==> config.mk <==
export PLATFORM = sky130hd
export DESIGN_NAME = sequencer_fsa_gen
export DESIGN_NICKNAME = d
export VERILOG_FILES = /design/src/rtl/sequencer_pkg.sv /design/src/rtl/seq_step_gate.sv /design/src/rtl/sequencer_fsa_gen.sv
export SDC_FILE = /design/constraint.sdc
export NUM_CORES = 1
export LEC_CHECK = 0
export BUFFER_PORTS_ARGS = -buffer_cell sky130_fd_sc_hd__buf_4
export CAP_MARGIN = 15
export CELL_PAD_IN_SITES_DETAIL_PLACEMENT = 1
export CELL_PAD_IN_SITES_GLOBAL_PLACEMENT = 1
export CORE_MARGIN = 4
export CORE_UTILIZATION = 35
export CTS_BUF_LIST = sky130_fd_sc_hd__clkbuf_2 sky130_fd_sc_hd__clkbuf_4 sky130_fd_sc_hd__clkbuf_8
export DETAILED_ROUTE_END_ITERATION = 12
export GPL_TIMING_DRIVEN = 0
export PLACE_DENSITY = 0.78
export SYNTH_ARGS = -nofsm -noshare
export SYNTH_HDL_FRONTEND = slang
export SYNTH_HIERARCHICAL = 1
export SYNTH_SLANG_ARGS = --single-unit
==> constraint.sdc <==
create_clock -name clock -period 2.67 [get_ports clock]
set_clock_uncertainty 0.15 [all_clocks]
set_input_delay 0.4005 -clock clock [delete_from_list [all_inputs] [get_ports clock]]
set_output_delay 0.4005 -clock clock [all_outputs]
set_load 0.01 [all_outputs]
==> src/rtl/sequencer_pkg.sv <==
// Shared defaults and index types for the relay-computer instruction sequencer.
package sequencer_pkg;

  localparam int unsigned SEQ_NUM_STATES_DEF = 24;
  // Abort points at states 8, 10, 12 and 14.
  localparam logic [63:0] SEQ_ABORT_MASK_DEF = 64'h0000_0000_0000_5500;

  localparam int unsigned SEQ_IDX_W = $clog2(SEQ_NUM_STATES_DEF);
  typedef logic [SEQ_IDX_W-1:0] seq_idx_t;

  localparam int unsigned SEQ_IDLE  = 0;
  localparam int unsigned SEQ_FIRST = 1;

endpackage

==> src/rtl/seq_step_gate.sv <==
// Single-step gate: latches a rising edge of step and releases one tick per pulse.
module seq_step_gate (
  input  logic clk_i,
  input  logic reset_i,
  input  logic tick_i,
  input  logic step_i,
  output logic adv_o
);

  logic step_q, step_ok_q, step_ok_d;

  // A new edge arms the latch even in the cycle that consumes the previous one.
  always_comb begin
    step_ok_d = (step_i & ~step_q) | (step_ok_q & ~tick_i);
  end

  always_ff @(posedge clk_i) begin
    if (reset_i) begin
      step_q    <= 1'b0;
      step_ok_q <= 1'b0;
    end else begin
      step_q    <= step_i;
      step_ok_q <= step_ok_d;
    end
  end

  assign adv_o = tick_i & step_ok_q;

endmodule

==> src/rtl/sequencer_fsa_gen.sv <==
// Parametrised one-hot instruction sequencer with run/halt, abort points and tick enable.
// Defining SEQ_FSA_STEP_EN gates every advance with a single-step pulse on step.
module sequencer_fsa_gen
  import sequencer_pkg::*;
#(
  parameter int unsigned NUM_STATES = SEQ_NUM_STATES_DEF,
  parameter logic [63:0] ABORT_MASK = SEQ_ABORT_MASK_DEF
) (
  input  logic                          clock,
  input  logic                          reset,
  input  logic                          tick,
  input  logic                          run,
  input  logic                          halt_req,
  input  logic                          abort,
  input  logic                          step,
  output logic [NUM_STATES-2:0]         fsm_out,
  output logic [$clog2(NUM_STATES)-1:0] state_idx,
  output logic                          instr_start,
  output logic                          instr_done,
  output logic                          halted
);

  localparam int unsigned IdxW = $clog2(NUM_STATES);
  localparam int unsigned FsmW = NUM_STATES - 1;
  localparam logic [IdxW-1:0] IdleIdx  = IdxW'(SEQ_IDLE);
  localparam logic [IdxW-1:0] FirstIdx = IdxW'(SEQ_FIRST);
  localparam logic [IdxW-1:0] LastIdx  = IdxW'(NUM_STATES - 1);

  logic            adv;
  logic [IdxW-1:0] state_q, state_d;
  logic [FsmW-1:0] fsm_q, fsm_d;
  logic            start_q, start_d, done_q, done_d, halted_q, halted_d;
  logic [5:0]      mask_idx;
  logic            abort_pt;

`ifdef SEQ_FSA_STEP_EN
  seq_step_gate u_step_gate (
    .clk_i   (clock),
    .reset_i (reset),
    .tick_i  (tick),
    .step_i  (step),
    .adv_o   (adv)
  );
`else
  logic unused_step;
  assign unused_step = step;
  assign adv         = tick;
`endif

  // Mask bits for idle and the final state never count as abort points.
  assign mask_idx = 6'(state_q);
  assign abort_pt = ABORT_MASK[mask_idx] && (state_q != IdleIdx) && (state_q != LastIdx);

  always_comb begin
    state_d = state_q;
    done_d  = 1'b0;
    if (adv) begin
      if (state_q == IdleIdx) begin
        state_d = run ? FirstIdx : IdleIdx;
      end else if (abort_pt && abort) begin
        state_d = halt_req ? IdleIdx : FirstIdx;
        done_d  = 1'b1;
      end else if (state_q == LastIdx) begin
        state_d = (halt_req || !run) ? IdleIdx : FirstIdx;
        done_d  = 1'b1;
      end else begin
        state_d = state_q + 1'b1;
      end
    end
    start_d  = adv && (state_d == FirstIdx);
    halted_d = (state_d == IdleIdx);
    fsm_d    = halted_d ? '0 : (FsmW'(1) << (state_d - 1'b1));
  end

  always_ff @(posedge clock) begin
    if (reset) begin
      state_q  <= IdleIdx;
      fsm_q    <= '0;
      start_q  <= 1'b0;
      done_q   <= 1'b0;
      halted_q <= 1'b1;
    end else begin
      state_q  <= state_d;
      fsm_q    <= fsm_d;
      start_q  <= start_d;
      done_q   <= done_d;
      halted_q <= halted_d;
    end
  end

  assign fsm_out     = fsm_q;
  assign state_idx   = state_q;
  assign instr_start = start_q;
  assign instr_done  = done_q;
  assign halted      = halted_q;

endmodule

* After elaboration in Yosys (flattened, before gate mapping)
Memories as Yosys holds them, arrays and structs flattened. A register that Yosys moved wholly into a read port is not among the register bits. Index checks and enable logic that the tools add are counted. Widths: inputs -> output; s select.
Word-level totals: memories 1, bits in read-only memories 32, output and inout bits 31, flip-flop bits (word level) 31
Operators by class: shift-type cells 1, magnitude comparators 1, mux-type cells 11, bitwise logic cells 1, reduce and logical (&&, ||, !) cells 11, $add $sub $neg 2, eq/ne operators 3
Memory list:
- (no name shown) | words 32, width 1, rd ports 1, clocked after memory_dff 1, wr ports 0, RTL line sequencer_fsa_gen.sv:52 | assign abort_pt = ABORT_MASK[mask_idx] && (state_q != IdleIdx) && (state_q != LastIdx);
Operator list (number):
- $mux 5 | 5
- $shl 1x5->23 const A | 1
- $logic_not 5->1 | 2
- $lt 5x7->1 const B | 1
- $mux 1 | 6
- $add 5x1->5 const B | 1
- $eq 5x1->1 const B | 1
- $eq 5x5->1 const B | 1
- $ne 5x5->1 const B | 1
- $reduce_bool 5->1 | 1
- $sub 5x1->5 const B | 1
- $logic_and 1x1->1 | 4
- $reduce_or 3->1 | 1
- $reduce_or 2->1 | 1
- $logic_not 1->1 | 1
- $logic_or 1x1->1 | 1
- $not 1->1 | 1

* Depth between registers and ports, before layout
depth after elaboration 10, gate-level depth with buffers 8, gate-level depth less buffers 7

* Least setup slack after synthesis
OpenSTA, ideal clock, no wires.
path type reg2reg, start point register state_q[0], in the netlist state_idx[0], end point register fsm_q[16], in the netlist fsm_out[16], path slack 0.555 ns, arrival 1.900 ns, required time 2.455 ns, period minus slack after synthesis 2.115 ns, library setup time 0.065 ns, cell stages (with the launch flop) 8, buffers on the path 0, cells stage by stage dfxtp_1 > inv_1 > ha_1 > nor4b_4 > o2111a_1 > or3_1 > or3_4 > nor2_2
Between the ends: cells in the longest elaborated chain, start to end 9
Ends and longest elaborated chain:
- from (decl) | RTL line sequencer_fsa_gen.sv:30 | logic [IdxW-1:0] state_q, state_d;
- from (signal assigned) | RTL line sequencer_fsa_gen.sv:77 | state_q <= IdleIdx;
- from (signal assigned) | RTL line sequencer_fsa_gen.sv:83 | state_q <= state_d;
- parallel branches: the longest is 6 deep, another holds $add 5x1->5
- $mux 5 * | RTL line sequencer_fsa_gen.sv:57 | if (adv) begin
- $sub 5x1->5 or $logic_not 5->1 (tied branches) | RTL line sequencer_fsa_gen.sv:72, sequencer_fsa_gen.sv:71
- $shl 1x5->23 or $reduce_or 2->1 (tied branches)
- to (signal assigned) | RTL line sequencer_fsa_gen.sv:84 | fsm_q <= fsm_d;
- to (decl) | RTL line sequencer_fsa_gen.sv:31 | logic [FsmW-1:0] fsm_q, fsm_d;
Mark *: on every way between the ends. A chain may end at the register's enable or synchronous reset.

* Worst setup path in the final report
start point register state_q[0], in the netlist state_idx[0], end point register fsm_q[2], in the netlist fsm_out[2]
Same word-level chain as after synthesis.

==> flow_summary.toml <==
[yosys]
synthSimpleGateAreaFrac_pct = 29.30
synth.area.top_cells = "dfxtp_1 50%, nor2_1 7.7%, nand2_1 3.2%"
synth_fp_nets = 145
synthMuxAreaShare_pct = 1.967
synth.avg_cell_area_sq_um = 9.356
synth_warnings = 6
synth_top_family_by_area = "simple AND/OR/NAND/NOR gates"
yosysMostFrequentCell = "dfxtp_1"
yosys.area.top_type = "dfxtp_1"
async_reset_ff_share_pct = 0
syn_inst = 136
synth_edf_count = 0
syn_area_sq_mm = 0.001272
synth-seq-cells = 32
synthAdderAreaFrac_pct = 1.967
ys.flop_type = "dfxtp_1"
synth_top_area_share_pct = 50.34
seq_area_frac_synth_pct = 50.34
synth_xor_xnor_area_share_pct = 0
synth_compound_area_share_pct = 12.98
synth_common_cells = "32 x dfxtp_1, 26 x nor2_1, 11 x nand2_1"
synth_cell_types = 44

[clock_network]
hold_buffers = 0
path_clk_slew_ps = 100
h-tree-depth = 2
cts_tree = "done"
worst_skew_pair.late_latency_ps = 320
numCtsBuffers = 5
clk_path_buf_depth = 2
cts_sinks = 32
root_buffer = "clkbuf_4"

[setup_path]
endpoint_kind = "flop"
r2r_slack_ps = 220
required_ps = 2750
crit_fanout = 9
startpoint_type = "flop"
worstReg2RegEnd = "fsm_out[2]"
arrival_ps = 2530
r2r.worst_path.cells = 8
path_class = "flop to flop"
worstReg2RegStart = "state_idx[0]"

[final_layout]
syn_to_final_growth_pct = 30.97
diodes = 0
utilization_pct = 48.79
final_cells = 226
drive_gt1_share_pct = 33.89
nets = 188

[placement]
place_inst = 216
post-place-ws_ps = 153.0
gp_congestion = 0.8744
portBuffers = 34
dpl.hpwl_um = 2712

[floorplanning]
ioPinCount = 38
die_x_um = 68.30
die-area_sq_mm = 0.004664
fp.dieH_um = 68.30
core_area_sq_mm = 0.003416
start_util_pct = 37.25
row_count = 21

[global_routing]
use_met2_pct = 26.11
busiest_layer = "met2"
grt_pass1_vias = 1151
grt_use_met3_pct = 4.926
antenna_found_initial = 0
grt_pass1_wl_um = 5644
grtUsageTotal_pct = 16.68
use_met1_pct = 21.49
grt_max_degree = 11
grt_overflow = 0

[routing]
num_vias = 1148
via_per_inst = 5.080
drc_errors = 0
post_drt_wl_per_cell_um = 15.61
totalWireLength_um = 3527
firstDrtPassIters = 4
drt_iter0_markers = 64
ant_nets = 0

[sta]
max_freq_mhz = 407.8
fin_crit_sh_pct = 91.84
final_max_slew_viol_count = 0
max_slew_margin_pct = 66.58
finalHoldViolCount = 0
tightest_slew_ps = 497.9
setup_viol = 0
period_needed_ps = 2452
fin_tns_setup_ps = 0
fin_ws_ps = 217.8
rsz0062_at_grt = "false"

[run_status]
outcome = "complete, no violations"

[power_and_ir_drop]
peakVddDrop_mv = 0.2998
p_per_area_mw_per_mm2 = 514.2
power_leakage_nw = 0.7254
fin_total_pwr_mw = 0.8569

[min_path]
hp-class = "input port to flop"
hold_end = "instr_start"
worstHoldPathCells = 3
hp-start = "tick"

[run]
max_cap_violations = 0
## registers in the layout, summed over array words and instances, names as in the netlist, named ones only
signal	cells
instr_done	1
state_idx	5
instr_start	1
fsm_out	23
halted	1
## metrics by stage
step | area (sq um) | hold WS (ps)
finish | 1667 | 247.9
global route | 1667 | 251.6
CTS | 1647 | 239.5
detailed placement | 1585 | 588.6
global placement | 1585 | 581.4
floorplan | 1272 | 484.1
## repair_timing
| action | 4_1_cts | 5_1_grt |
|---|---|---|
| setup endpoints to repair | 0 | 10 |
| resized for setup | 0 | 2 |
| setup buffers | 0 | 2 |
## worst max-delay path, cell delays in order (launching register included)
cell and delay [ps]:
dfxtp_1 470, ha_1 200, clkbuf_1 340, nand2_1 120, or4b_1 600, nand2_1 130, or2_1 100, buf_2 170
nor2_1 60
## how the worst max path moves through the flow
stage / start / to / slack, ps / cells past startpoint
floorplan: state_idx[0] / fsm_out[16] / 550 / 7
global placement: state_idx[0] / fsm_out[2] / 230 / 8
detailed placement: state_idx[0] / fsm_out[10] / 150 / 8
CTS: state_idx[0] / fsm_out[10] / 130 / 8
global route: state_idx[0] / fsm_out[16] / 30 / 7
finish: state_idx[0] / fsm_out[2] / 220 / 8
## per-layer routing
| metal | part of all wire [%] | vias up | wire, um |
|---|---|---|---|
| li1 | - | 554 | - |
| met3 | 6.0 | 7 | 210 |
| met4 | 1.3 | 0 | 47 |
| met5 | 0 | - | 0 |
| met2 | 49 | 38 | 1732 |
| met1 | 44 | 549 | 1537 |
## final cells by class
class / instances / area [sq um]
multi-input combinational: 94 / 593.1
fill: 404 / 1749
buffer: 5 / 25.02
tap: 46 / 57.56
timing repair buffer: 36 / 270.3
clock buffer: 6 / 51.30
sequential: 32 / 640.6
clock inverter: 2 / 10.01
inverter: 5 / 18.77
## kinds of logic (layout without fill, tap and decap cells)
group           Yosys count  count (layout)
mux                       2               2
compound gates           22              22
fa+ha+maj                 2               2
flops                    32              32
simple gates             68              68
buf+inv                  10              54
## cells in the final DEF (no fill, tap or decap), types with 2 or more instances in the layout
master,n
buf_2,2
a21oi_1,6
or3b_2,2
inv_1,5
clkinv_2,2
and2_1,2
nor2_2,4
nor4_1,3
buf_4,37
clkbuf_4,5
a21o_1,2
nand2_1,11
ha_1,2
nand3_1,5
o21ai_0,2
dfxtp_1,32
nor2_1,26
## power by group
part	internal [mW]	switching, mW
registers	0.483	0.00465
logic	0.0368	0.0466
clock network	0.125	0.161
No activity file was read; power rests on OpenSTA's default activity.
